### src/rtl/pc_ctrl_pkg.sv
// Shared FSM state, exception cause codes and vector base for the PC control unit.
// Pure declarations; no latency, no flow control.
package pc_ctrl_pkg;

    typedef enum logic [1:0] {
        ST_IDLE  = 2'd0,
        ST_SAVE  = 2'd1,
        ST_FETCH = 2'd2
    } pc_state_e;

    localparam logic [1:0] CAUSE_OPCODE = 2'd0;
    localparam logic [1:0] CAUSE_OVF    = 2'd1;
    localparam logic [1:0] CAUSE_DIV0   = 2'd2;

    localparam int unsigned VEC_BASE = 253;

    // Lowest set request bit wins: opcode over overflow over divide-by-zero.
    function automatic logic [1:0] exc_cause(input logic [2:0] req);
        if (req[0])      return CAUSE_OPCODE;
        else if (req[1]) return CAUSE_OVF;
        else             return CAUSE_DIV0;
    endfunction

endpackage

### src/rtl/pc_src_mux_n.sv
// N-way PC source select; out-of-range select yields zero and drops o_sel_ok.
// Combinational, zero latency, no flow control.
module pc_src_mux_n
    import pc_ctrl_pkg::*;
#(
    parameter int unsigned WIDTH   = 32,
    parameter int unsigned NUM_SRC = 8,
    parameter int unsigned SEL_W   = $clog2(NUM_SRC)
) (
    input  logic [NUM_SRC*WIDTH-1:0] i_src_bus,
    input  logic [SEL_W-1:0]         i_sel,
    output logic [WIDTH-1:0]         o_mux_out,
    output logic                     o_sel_ok
);

    always_comb begin
        o_mux_out = '0;
        o_sel_ok  = 1'b0;
        for (int unsigned k = 0; k < NUM_SRC; k++) begin
            if (32'(i_sel) == k) begin
                o_mux_out = i_src_bus[k*WIDTH +: WIDTH];
                o_sel_ok  = 1'b1;
            end
        end
    end

endmodule

### src/rtl/pc_control_unit.sv
// Program counter with muxed loads, eret and a SAVE/FETCH exception vector sequence.
// Loads land one edge after request; exceptions take 2 cycles plus vector-read wait; inputs ignored while busy.
module pc_control_unit
    import pc_ctrl_pkg::*;
#(
    parameter int unsigned     WIDTH    = 32,
    parameter int unsigned     NUM_SRC  = 8,
    parameter int unsigned     SEL_W    = $clog2(NUM_SRC),
    parameter logic [WIDTH-1:0] RESET_PC = '0
) (
    input  logic                     clk,
    input  logic                     reset_n,
    input  logic [NUM_SRC*WIDTH-1:0] src_bus,
    input  logic [SEL_W-1:0]         sel,
    input  logic                     pc_write,
    input  logic                     pc_write_cond,
    input  logic                     cond,
    input  logic [2:0]               exc_req,
    input  logic                     eret,
    input  logic                     vec_ack,
    input  logic [7:0]               vec_data,
    output logic [WIDTH-1:0]         mux_out,
    output logic [WIDTH-1:0]         pc,
    output logic [WIDTH-1:0]         epc,
    output logic [1:0]               cause,
    output logic                     vec_req,
    output logic [WIDTH-1:0]         vec_addr,
    output logic                     busy,
    output logic                     sel_err
);

    pc_state_e        r_state;
    pc_state_e        w_state_nxt;
    logic [WIDTH-1:0] r_pc;
    logic [WIDTH-1:0] r_epc;
    logic [1:0]       r_cause;
    logic             r_sel_err;
    logic             w_sel_ok;
    logic             w_write;
    logic             w_exc;

    pc_src_mux_n #(
        .WIDTH   (WIDTH),
        .NUM_SRC (NUM_SRC),
        .SEL_W   (SEL_W)
    ) u_src_mux (
        .i_src_bus (src_bus),
        .i_sel     (sel),
        .o_mux_out (mux_out),
        .o_sel_ok  (w_sel_ok)
    );

    assign w_write = pc_write | (pc_write_cond & cond);
    assign w_exc   = |exc_req;

    always_ff @(posedge clk or negedge reset_n) begin
        if (!reset_n) r_state <= ST_IDLE;
        else          r_state <= w_state_nxt;
    end

    always_comb begin
        w_state_nxt = r_state;
        unique case (r_state)
            ST_IDLE:  if (w_exc)   w_state_nxt = ST_SAVE;
            ST_SAVE:               w_state_nxt = ST_FETCH;
            ST_FETCH: if (vec_ack) w_state_nxt = ST_IDLE;
            default:               w_state_nxt = ST_IDLE;
        endcase
    end

    always_comb begin
        busy    = (r_state != ST_IDLE);
        vec_req = (r_state == ST_FETCH);
    end

    // An exception in IDLE outranks any simultaneous write or eret; pc holds that edge.
    always_ff @(posedge clk or negedge reset_n) begin
        if (!reset_n) begin
            r_pc      <= RESET_PC;
            r_epc     <= '0;
            r_cause   <= CAUSE_OPCODE;
            r_sel_err <= 1'b0;
        end else begin
            r_sel_err <= 1'b0;
            unique case (r_state)
                ST_IDLE: begin
                    if (w_exc) begin
                        r_cause <= exc_cause(exc_req);
                    end else if (w_write) begin
                        if (w_sel_ok) r_pc      <= mux_out;
                        else          r_sel_err <= 1'b1;
                    end else if (eret) begin
                        r_pc <= r_epc;
                    end
                end
                ST_SAVE:  r_epc <= r_pc - WIDTH'(4);
                ST_FETCH: if (vec_ack) r_pc <= WIDTH'(vec_data);
                default: ;
            endcase
        end
    end

    assign pc       = r_pc;
    assign epc      = r_epc;
    assign cause    = r_cause;
    assign sel_err  = r_sel_err;
    assign vec_addr = WIDTH'(VEC_BASE) + WIDTH'(r_cause);

endmodule

### config.mk
export PLATFORM = sky130hd
export DESIGN_NAME = pc_control_unit
export DESIGN_NICKNAME = d
export VERILOG_FILES = /design/src/rtl/pc_ctrl_pkg.sv /design/src/rtl/pc_src_mux_n.sv /design/src/rtl/pc_control_unit.sv
export SDC_FILE = /design/constraint.sdc
export NUM_CORES = 1
export LEC_CHECK = 0
export BUFFER_PORTS_ARGS = -buffer_cell sky130_fd_sc_hd__clkbuf_2
export CELL_PAD_IN_SITES_DETAIL_PLACEMENT = 2
export CELL_PAD_IN_SITES_GLOBAL_PLACEMENT = 2
export CORE_MARGIN = 2
export CORE_UTILIZATION = 25
export DETAILED_ROUTE_END_ITERATION = 8
export GPL_ROUTABILITY_DRIVEN = 1
export PLACE_DENSITY_LB_ADDON = 0.1
export SETUP_SLACK_MARGIN = 0.3
export SLEW_MARGIN = 20
export SYNTH_ARGS = -nofsm -noshare
export SYNTH_HDL_FRONTEND = slang
export SYNTH_HIERARCHICAL = 1
export SYNTH_SLANG_ARGS = --single-unit
### constraint.sdc
create_clock -name clk -period 7.2 [get_ports clk]
set_clock_uncertainty 0.2 [all_clocks]
set_input_delay 0.36 -clock clk [delete_from_list [all_inputs] [get_ports clk]]
set_output_delay 0.36 -clock clk [all_outputs]
set_load 0.01 [all_outputs]
# Yosys cells after proc, flatten, opt, wreduce, memory -nomap -nowiden
# Cells that the tools add are included.
dict set report word_totals {
  reg_bits 69
  out_inout_bits 133
}
dict set report classes {
  n_addsub 2
  n_eq_ne 14
  n_mux 31
  bitwise_logic 2
  reduce_logical 8
}
# operator count
set ops {}
lappend ops {{32-bit two-way mux} 13}
lappend ops {{32-bit case mux with 2 select lines} 1}
lappend ops {{32-bit by 3-bit subtractor with 32-bit output (second input constant)} 1}
lappend ops {{3-bit == test (second input constant)} 4}
lappend ops {{1-bit two-way mux} 12}
lappend ops {{8-bit by 2-bit adder with 9-bit output (first input constant)} 1}
lappend ops {{2-bit two-way mux} 4}
lappend ops {{3-bit by 2-bit == test with 1-bit output (second input constant)} 2}
lappend ops {{2-bit != test (second input constant)} 3}
lappend ops {{2-bit case mux with 3 select lines} 1}
lappend ops {{5-bit AND reduction} 1}
lappend ops {{2-bit AND reduction} 2}
lappend ops {{2-bit nonzero test} 2}
lappend ops {{3-bit by 1-bit == test with 1-bit output (second input constant)} 1}
lappend ops {{3-bit zero test} 1}
lappend ops {{3-bit by 2-bit != test with 1-bit output (second input constant)} 1}
lappend ops {{3-bit != test (second input constant)} 1}
lappend ops {{3-bit OR reduction} 1}
lappend ops {{2-bit by 1-bit == test with 1-bit output (second input constant)} 1}
lappend ops {{2-bit == test (second input constant)} 1}
lappend ops {{2-bit zero test} 1}
lappend ops {{1-bit AND} 1}
lappend ops {{1-bit OR} 1}

# Logic depth before layout (Yosys ltp)
# Gate-level depths: netlist of the first run.
dict set report logic_depth {
  ltp_word 13
  depth_mapped 11
  mapped_depth_nobuf 8
}

# Cells and area by module
# The synthesis of the first run kept the hierarchy.
# mod instances cells_per_inst area_per_inst_um2 seq_area_each_um2
set modules_own_cells {}
lappend modules_own_cells {pc_control_unit 1 421 3880.0 1726.7}
lappend modules_own_cells {pc_src_mux_n 1 327 2616.3 0.0}

# Worst setup path before layout of the first run
# OpenSTA, ideal clock, no wires.
dict set report synth_path {
  path_kind {register -> register}
  start {register r_pc[5] (netlist: pc[5])}
  end {register r_epc[17] (netlist: epc[17])}
  setup_ns 0.119
  arrival_time_ns 2.094
  t_required_ns 6.881
  path_slack_ns 4.788
  path_stages_with_launch 7
  cell_sequence {dfrtp_1 -> or4_1 -> or4_4 -> buf_6 -> o41a_1 -> o21ai_1 -> nand2_1}
}
dict set report synth_between {
  elab_chain_cells 1
}
# item line_no
set synth_lines {}
lappend synth_lines {{start: declaration} pc_control_unit.sv:34} ;# logic [WIDTH-1:0] r_pc;
lappend synth_lines {{start signal: assignment} pc_control_unit.sv:90} ;# if (w_sel_ok) r_pc <= mux_out;
lappend synth_lines {{start signal: assignment} pc_control_unit.sv:93} ;# r_pc <= r_epc;
lappend synth_lines {{start signal: assignment} pc_control_unit.sv:97} ;# ST_FETCH: if (vec_ack) r_pc <= WIDTH'(vec_data);
lappend synth_lines {{32-bit by 3-bit subtractor with 32-bit output} pc_control_unit.sv:96} ;# ST_SAVE: r_epc <= r_pc - WIDTH'(4);
lappend synth_lines {{end signal: assignment} pc_control_unit.sv:96}
lappend synth_lines {{end: declaration} pc_control_unit.sv:35} ;# logic [WIDTH-1:0] r_epc;
# Every way passes these cells.
# A chain may end at the register's enable or synchronous reset.

# Worst setup path after layout of the first run
dict set report layout_path {
  start {input port sel[2]}
  end {output port mux_out[7]}
}
dict set report layout_between {
  elab_chain_cells 9
  elab_cells_between_ends 16
  classes_between {eq/ne (7); mux (8); reduce/logical (1)}
}
# item line_no
set layout_lines {}
lappend layout_lines {{start: declaration} pc_control_unit.sv:14} ;# input logic [SEL_W-1:0] sel,
lappend layout_lines {{3-bit zero test} pc_src_mux_n.sv:20} ;# if (32'(i_sel) == k) begin
lappend layout_lines {{32-bit two-way mux (7 in a row)} pc_src_mux_n.sv:20}
lappend layout_lines {{32-bit two-way mux (*)} pc_src_mux_n.sv:20}
lappend layout_lines {{end: declaration} pc_control_unit.sv:22} ;# output logic [WIDTH-1:0] mux_out,
# Mark *: on every way between the ends. The rest lies on a longest branch, timed or not.

==> impl_metrics.yaml, run 1 <==
clock_network:
  cts_root_buf: "clkbuf_16"
  cts.sinks: 69
  postCtsHoldBufs: 0
  ctsResizeCount: 0
  clock_path_buffers: 2
  ctsHtreeMaxLevel: 3
  cts_setup_buffers: 0
  cts_buffers: 9
  cts_tree: "yes"
  clk_pin_slew_worst_paths_ns: 0.06
  clk_latency_ns: 0.34
route:
  vias_per_cell: 4.90
  drt_first_pass_iters: 5
  dr.first_iter.drc_count: 300
  route.detailed.drc: 0
  postRouteAntennaNets: 0
  drt-wirelength-per-cell_um: 23.0
  num_vias: 6987
  routed_wl_um: 32800
floorplan:
  num_rows: 59
  die_height_um: 165
  ioPinCount: 410
  die_x_um: 165
  dieArea_mm2: 0.0273
  coreArea_mm2: 0.0258
  start_util_pct: 25.2
setup_path:
  path_class: "in2out"
  cp-start-kind: "input port"
  crit-reg2reg-capture: "epc[14]"
  cp_max_fo: 61
  worst-r2r-cell-count: 7
  required_ns: 6.64
  arrival_ns: 2.88
  cp-end-kind: "primary output"
  rrSetupSlack_ns: 4.31
  crit-reg2reg-launch: "pc[2]"
layout:
  nFillCells: 3058
  finalNonFillerCells: 1425
  nNetsFinal: 1357
  layout_common_cells: "clkbuf_2, nand2_1, a21oi_1"
  drive_gt1_share_pct: 45.8
  utilization_pct: 33.8
  area_growth_pct: 34.0
  final_common_cell: "clkbuf_2"
hold_path:
  worstHoldPathType: "in2async"
global_routing:
  grtUsageTotal_pct: 23.4
  grt_pass1_vias: 7343
  grt_max_degree: 76
  grt_overflow_total: 0
  antenna_found_initial: 6
  grt_first_pass_wirelength_um: 47400
sta:
  holdWs_ns: 0.0384
  setup_viol: 0
  worst_slack_ns: 3.76
  maxSlewHeadroom_pct: 33.0
  fin_crit_ns: 3.44
  timing_hold_violations_final: 0
  rsz0062_at_grt: "no"
  worst_slew_pin_slew_ns: 1.01
  fin_crit_sh_pct: 47.7
  setup_tns_ns: 0
  report.final.slew_viol_count: 0
  fmax_mhz: 291
logic_synthesis:
  synth_seq_cells: 69
  ys_warn_count: 6
  ys_types: 55
  syn_area_mm2: 0.00650
  synth-edff-count: 0
  avgSynthCellArea_um2: 8.68
  postSynth.asyncResetShare_pct: 100
  yosysSeqAreaShare_pct: 26.6
  syn_inst: 748
  synth_ff_type: "dfrtp_1"
placement:
  dp_hpwl_um: 26100
  dp_slack_ns: 3.70
  gp_congestion: 0.766
  dp.cells: 1402
  numPortBuffers: 386
power:
  cellPowerDensity_mw_per_mm2: 274
  ir_worst_vdd_mv: 0.175
  leakagePower_nw: 4.25
run_status:
  status: "finished clean"
job:
  drv_cap: 0
## worst max-delay path by stage
stage	start	endpoint	slack (ns)	cells past startpoint
after floorplan	pc[5]	epc[17]	4.79	6
after global placement	sel[1]	pc[31]	3.77	9
after detailed placement	sel[1]	pc[31]	3.70	9
after CTS	sel[1]	mux_out[6]	3.74	6
after global routing	sel[2]	mux_out[6]	3.55	7
final	sel[2]	mux_out[7]	3.76	7
## power by group
group	internal, mW	switching [mW]
registers	0.557	0.217
logic	0.504	0.695
clock network	0.250	0.167
total	1.31	1.08
## cell type report
cell class | count | area (um^2) | area share, %
inverters | 7 | 26.3 | 0.302
multi-input cells | 598 | 4250 | 48.8
flip-flops and latches | 69 | 1730 | 19.8
repair buffers | 393 | 1990 | 22.9
clock buffers | 12 | 256 | 2.95
clock inverters | 4 | 22.5 | 0.259
diodes | 7 | 17.5 | 0.201
well taps | 335 | 419 | 4.81
## cell families after synthesis
family | after synthesis | share of synthesized area (%)
xor+xnor | 24 | 3.24
buf+inv | 103 | 10.0
simple gates | 237 | 17.8
mux | 106 | 19.7
fa+ha+maj | 2 | 0.385
other cells | 2 | 0.116
compound gates | 205 | 22.2
flops | 69 | 26.6
## metrics by stage
stage | area, um^2 | power, mW
2_1_floorplan | 6580 | 1.46
3_3_place_gp | 8400 | 1.97
3_5_place_dp | 8400 | 2.00
4_1_cts | 8680 | 2.43
5_1_grt | 8700 | 2.59
6_report | 8710 | 2.39
## flip-flops by register name, summed over array words and instances, names as in the netlist
register  cells
epc          32
pc           32
cause         2
r_state       2
sel_err       1
## metal layers
metal  vias up  share of wire, %  global-route usage [%]
met3        23               6.5                    5.07
met2       212                49                    40.2
met4         2               1.4                    5.65
met5         -             0.040                       0
li1       3321                 -                       -
met1      3429                43                    29.7
## cells in the mapped netlist, drive strengths merged (2+ instances only)
| library cell | number | share of area [%] |
|---|---|---|
| a21o | 2 | 0.23 |
| a21oi | 78 | 6.1 |
| a221oi | 26 | 5.4 |
| a22oi | 26 | 3.0 |
| a31oi | 3 | 0.29 |
| buf | 70 | 8.1 |
| clkbuf | 26 | 1.5 |
| conb | 2 | 0.12 |
| dfrtp | 69 | 27 |
| ha | 2 | 0.39 |
| inv | 7 | 0.40 |
| mux2 | 35 | 6.1 |
| mux2i | 59 | 9.1 |
| mux4 | 12 | 4.5 |
| nand2 | 150 | 8.7 |
| nand3 | 4 | 0.31 |
| nor2 | 17 | 0.98 |
| nor2b | 5 | 0.60 |
| nor3 | 11 | 1.3 |
| nor4 | 7 | 1.4 |
| o211ai | 2 | 0.23 |
| o21ai | 38 | 2.9 |
| o31a | 26 | 3.5 |
| or2 | 27 | 2.6 |
| or3 | 5 | 0.48 |
| or4 | 5 | 0.64 |
| xnor2 | 21 | 2.8 |
| xor2 | 3 | 0.40 |
## worst max-delay path: stages
cell and delay [ns]:
clkbuf_2 0.08, buf_4 0.55, nor2b_4 0.95, a221oi_1 0.22, a21oi_1 0.17, o31a_1 0.29
clkbuf_2 0.19
(Power assumes the default switching activity.)
==> inputs of run 2 (changes only) <==
CORE_UTILIZATION = 23   (was 25)
clock period = 3.4 ns   (was 7.2 ns; I/O delays follow)
==> run 2 against run 1 <==
Effect of this change:
- sequential cell count did not move
- combinational power rose by 110%
- critical path depth fell by 2
- wire length fell by 0.52%
- power rose by 110%
- worst hold slack got worse by 0.028 ns
- largest cell class unchanged
- setup slack got worse by 3.1 ns
- count of clock-buffer cells in the layout fell by 2
==> impl_metrics.yaml, run 2 (synthesis results as in run 1) <==
clock_network:
  clock_path_buffers: 2
  ctsHtreeMaxLevel: 3
  cts_buffers: 9
  clk_latency_ns: 0.33
  cts.sinks: 69
  ctsResizeCount: 0
  cts_root_buf: "clkbuf_16"
  clk_pin_slew_worst_paths_ns: 0.06
  cts_tree: "yes"
sta:
  holdWs_ns: 0.0102
  timing_hold_violations_final: 0
  fin_crit_ns: 2.78
  fmax_mhz: 360
  maxSlewHeadroom_pct: 32.5
  worst_slack_ns: 0.625
  worst_slew_pin_slew_ns: 1.01
  setup_tns_ns: 0
  rsz0062_at_grt: "no"
  setup_viol: 0
  fin_crit_sh_pct: 81.6
  report.final.slew_viol_count: 0
setup_path:
  cp_max_fo: 14
  rrSetupSlack_ns: 0.62
  path_class: "reg2reg"
  critPathMaxStageDelay_ns: 0.90
  cp-end-kind: "register"
  arrival_ns: 2.77
  cp_slowest_cell: "or4_1"
  required_ns: 3.39
  path_cells: "or3_1, or4_1, nor4_2, xnor2_1, o21ai_1"
  cp_top_family: "simple AND/OR/NAND/NOR gates"
  cp-start-kind: "register"
  cp.buffers_inverters: 0
power:
  power_frac_comb_pct: 51.1
  swShare_pct: 45.1
  clkPwrFrac_pct: 16.7
  switchingPower_mw: 2.27
  p_int_mw: 2.76
  leakagePower_nw: 4.34
  seqPwrFrac_pct: 32.2
  cellPowerDensity_mw_per_mm2: 564
  ir_worst_vdd_mv: 0.293
global_routing:
  antenna_found_initial: 8
  grtUsageTotal_pct: 21.2
  grt_first_pass_wirelength_um: 46700
  grt_overflow_total: 0
  grt_max_degree: 57
  grt_pass1_vias: 7191
job:
  drv_cap: 0
floorplan:
  start_util_pct: 23.4
  die_height_um: 172
  die_x_um: 172
  coreArea_mm2: 0.0278
  dieArea_mm2: 0.0296
  num_rows: 61
  ioPinCount: 410
route:
  drt-wirelength-per-cell_um: 22.0
  drt_first_pass_iters: 4
  num_vias: 6994
  dr.first_iter.drc_count: 207
  route.detailed.drc: 0
  vias_per_cell: 4.72
  routed_wl_um: 32700
  postRouteAntennaNets: 0
placement:
  dp.cells: 1454
  dp_slack_ns: 0.598
  gp_congestion: 0.767
  numPortBuffers: 386
  dp_hpwl_um: 26700
layout:
  nNetsFinal: 1378
  layout_common_cells: "clkbuf_2, nand2_1, a21oi_1"
  regArea_mm2: 0.00173
  nFillCells: 3327
  utilization_pct: 32.1
  drive_gt1_share_pct: 45.6
  multi_input_area_mm2: 0.00425
  final_common_cell: "clkbuf_2"
  finalNonFillerCells: 1483
  area_growth_pct: 37.4
hold_path:
  worstHoldPathType: "in2reg"
run_status:
  status: "finished clean"
==> run 2: worst register-to-register path: cells and delay by family (launching register included) <==
family           cells  cell delay [ns]
AO/OA/AOI/OAI        1             0.07
XOR/XNOR             1             0.16
flip-flops           1             0.43
AND/OR/NAND/NOR      3             1.77
==> run 2: area by class of cell <==
| cell class | count | share of cell area [%] |
|---|---|---|
| Antenna cell | 4 | 0.112 |
| Clock buffer | 10 | 2.68 |
| Multi-Input combinational cell | 598 | 47.6 |
| Clock inverter | 3 | 0.168 |
| Timing Repair Buffer | 414 | 24.5 |
| Sequential cell | 69 | 19.3 |
| Inverter | 7 | 0.294 |
| Tap cell | 378 | 5.30 |
==> run 2: timing repair <==
action | in CTS | in global routing
hold buffers | 12 | 0
hold endpoints to repair | 30 | 0
buffers inserted | 0 | 0
==> run 2: path summary, 6_finish.rpt <==
| path | from | endpoint | cells after the start |
|---|---|---|---|
| setup / recovery | pc[9] | epc[30] | 5 |
| hold / removal | vec_data[4] | pc[4] | 4 |
| setup reg to reg | pc[9] | epc[30] | 5 |
| hold reg to reg | epc[14] | epc[14] | 2 |
| max in group asynchronous | reset_n | pc[15] | 3 |
| min in group asynchronous | reset_n | epc[0] | 2 |
==> run 2: metrics by stage <==
| stage | cell area, um^2 | power [mW] |
|---|---|---|
| 6_report | 8930 | 5.03 |
| 5_1_grt | 8930 | 5.46 |
| 2_1_floorplan | 6580 | 3.09 |
| 3_5_place_dp | 8540 | 4.24 |
| 3_3_place_gp | 8540 | 4.20 |
| 4_1_cts | 8910 | 5.12 |
==> run 2: layer usage <==
| metal | part of all wire, % | GRT usage [%] | wire length (um) | vias up |
|---|---|---|---|---|
| met5 | 0.15 | 0 | 50 | - |
| met4 | 1.6 | 5.33 | 538 | 8 |
| met3 | 6.3 | 4.39 | 2050 | 27 |
| met2 | 48 | 36.1 | 15700 | 207 |
| met1 | 44 | 27.4 | 14300 | 3405 |
| li1 | - | - | - | 3347 |
==> run 2: power by group through the flow <==
stage	Combinational, mW	Clock, mW	Sequential [mW]
after floorplan	1.42	0	1.66
after global placement	2.57	0	1.62
after detailed placement	2.61	0	1.63
after CTS	2.63	0.864	1.63
after global routing	2.86	0.908	1.69
final	2.57	0.840	1.62
==> inputs of run 3 (changes only) <==
ABC_AREA = 1   (was default)
CORE_UTILIZATION = 20   (was 23)
clock period = 2.7 ns   (was 3.4 ns; I/O delays follow)
==> run 3 against run 2 <==
Effect of this change:
- non-clock buffer count up 14
- worst hold slack better by 0.089 ns
- global-route usage up 2.3 points
- first-iteration DRC count up 100%
- core utilization down 3.0 points
==> impl_metrics.yaml, run 3 <==
run_status:
  status: "finished clean"
logic_synthesis:
  ys_types: 36
  syn_inst: 1022
  synth_compound_area_share_pct: 10.4
  synth_ff_type: "dfrtp_1"
  synthSimpleGateAreaFrac_pct: 48.5
  avgSynthCellArea_um2: 6.26
  synth_top_family_by_area: "simple AND/OR/NAND/NOR gates"
  syn_area_mm2: 0.00640
  synth-xor-area-share_pct: 0.821
  ys_warn_count: 6
  yosysSeqAreaShare_pct: 27.0
  synth_fa_ha_area_share_pct: 0.391
  synthTopCellsByArea: "dfrtp_1, nand4_1, nand2_1"
  yosysTopAreaCell: "dfrtp_1"
  postSynth.asyncResetShare_pct: 100
  muxShareOfSynthArea_pct: 0
  synth-edff-count: 0
  post-synth-top-area-fraction_pct: 27.0
  synth_most_common_cell: "nand2_1"
  synth_seq_cells: 69
  yosys-top-cells-count: "nand2_1, nor2_1, nand4_1, dfrtp_1, inv_1"
floorplan:
  ioPinCount: 410
  die_x_um: 183
  num_rows: 65
  coreArea_mm2: 0.0316
  start_util_pct: 20.3
  die_height_um: 183
  dieArea_mm2: 0.0335
setup_path:
  crit-reg2reg-launch: "pc[2]"
  cp-end-kind: "register"
  cp_max_fo: 28
  arrival_ns: 2.11
  crit_start: "exc_req[1]"
  required_ns: 2.72
  cp-start-kind: "input port"
  path_class: "in2reg"
power:
  swShare_pct: 50.0
  seqPwrFrac_pct: 29.4
  switchingPower_mw: 3.67
  ir_worst_vdd_mv: 0.343
  power_mw: 7.35
  clkPwrFrac_pct: 17.5
  cellPowerDensity_mw_per_mm2: 798
  p_int_mw: 3.68
  leakagePower_nw: 4.70
  power_frac_comb_pct: 53.1
route:
  vias_per_cell: 4.80
  routed_wl_um: 39400
  dr.first_iter.drc_count: 420
  postRouteAntennaNets: 0
  route.detailed.drc: 0
  num_vias: 8623
  drt_first_pass_iters: 4
  drt-wirelength-per-cell_um: 21.9
hold_path:
  worstHoldPathType: "in2reg"
  holdCritStartpoint: "src_bus[206]"
clock_network:
  clk_latency_ns: 0.34
  cts_buffers: 9
  clock_path_buffers: 2
  cts_tree: "yes"
  clk_pin_slew_worst_paths_ns: 0.06
  cts_setup_buffers: 0
  ctsResizeCount: 0
  ctsHtreeMaxLevel: 3
  postCtsHoldBufs: 14
  cts.sinks: 69
  cts_root_buf: "clkbuf_16"
sta:
  maxSlewHeadroom_pct: 42.9
  worst_slew_pin_slew_ns: 0.856
  setup_tns_ns: 0
  timing_hold_violations_final: 0
  report.final.slew_viol_count: 0
  setup_viol: 0
  holdWs_ns: 0.0996
  rsz0062_at_grt: "no"
  worst_slack_ns: 0.611
  fin_crit_ns: 2.09
  fin_crit_sh_pct: 77.4
  fmax_mhz: 479
global_routing:
  grt_pass1_vias: 9465
  grtUsageTotal_pct: 23.5
  grt_max_degree: 70
  grt_first_pass_wirelength_um: 58900
  grt_overflow_total: 0
  antenna_found_initial: 8
placement:
  dp_slack_ns: 0.563
  gp_congestion: 0.841
  place_area_mm2: 0.00874
  dp_hpwl_um: 32000
  dp.cells: 1760
  numPortBuffers: 386
layout:
  utilization_pct: 29.2
  finalNonFillerCells: 1797
  finish.instance_area_mm2: 0.00920
  layout_common_cells: "clkbuf_2, nand2_1, nor2_1"
  area_growth_pct: 43.8
  drive_gt1_share_pct: 35.1
  final_common_cell: "clkbuf_2"
  nNetsFinal: 1662
  nFillCells: 3951
job:
  drv_cap: 0
[run 3: changes by cell type after synthesis, sizes merged, moves of 19 or more]
cell	change
o21ai	+35
nor2	+158
a221oi	-26
a21oi	-73
nand4	+164
inv	+64
o31a	-26
a22oi	-25
mux2	-35
nand3	+50
nand2	+120
or2	-25
xnor2	-19
mux2i	-59
[run 3: layout make-up]
class	count	area, um^2	area share (%)
clock inverters	4	72.6	0.788
clock buffers	12	236	2.57
well taps	402	503	5.46
diodes	7	17.5	0.190
inverters	71	268	2.91
multi-input cells	804	3960	43.0
flip-flops and latches	69	1730	18.8
repair buffers	428	2420	26.3
[run 3: cell families after synthesis]
group                      count (synthesis)
AOI/OAI and AO/OA                         99
xor gates and xnor gates                   6
adders and majority gates                  2
buffers and inverters                    171
DFF                                       69
other                                      2
and+or+nand+nor                          673
[run 3: per-layer routing]
metal  wire length, um  GRT usage [%]
met4               771           6.21
met5                 7              0
met3              2390           5.50
met1             15700           26.5
met2             20500           44.2
[run 3: critical path, stage by stage]
cell and delay (ns):
dlygate4sd3_1 0.55, clkbuf_2 0.13, or2_4 0.26, nor2_4 0.08
inv_1 0.06, o21ai_2 0.15, nand2_4 0.26, buf_4 0.30
nand2_1 0.10, o21ai_2 0.07
[run 3: worst paths after layout]
check | end | slack (ns) | cells past startpoint
worst max-delay path | pc[20] | 0.61 | 10
worst min-delay path | pc[14] | 0.1 | 5
worst max register to register | epc[12] | 0.67 | 8
worst min register to register | pc[3] | 0.32 | 2
max in group asynchronous | pc[10] | 1.78 | 3
min in group asynchronous | pc[23] | 0.16 | 3
[run 3: power groups by stage]
stage / combinational (mW) / clock (mW) / sequential (mW)
CTS: 3.98 / 1.32 / 2.19
global placement: 3.84 / 0 / 2.19
detailed placement: 3.91 / 0 / 2.20
global route: 4.42 / 1.36 / 2.25
floorplan: 2.23 / 0 / 2.06
finish: 3.90 / 1.28 / 2.16
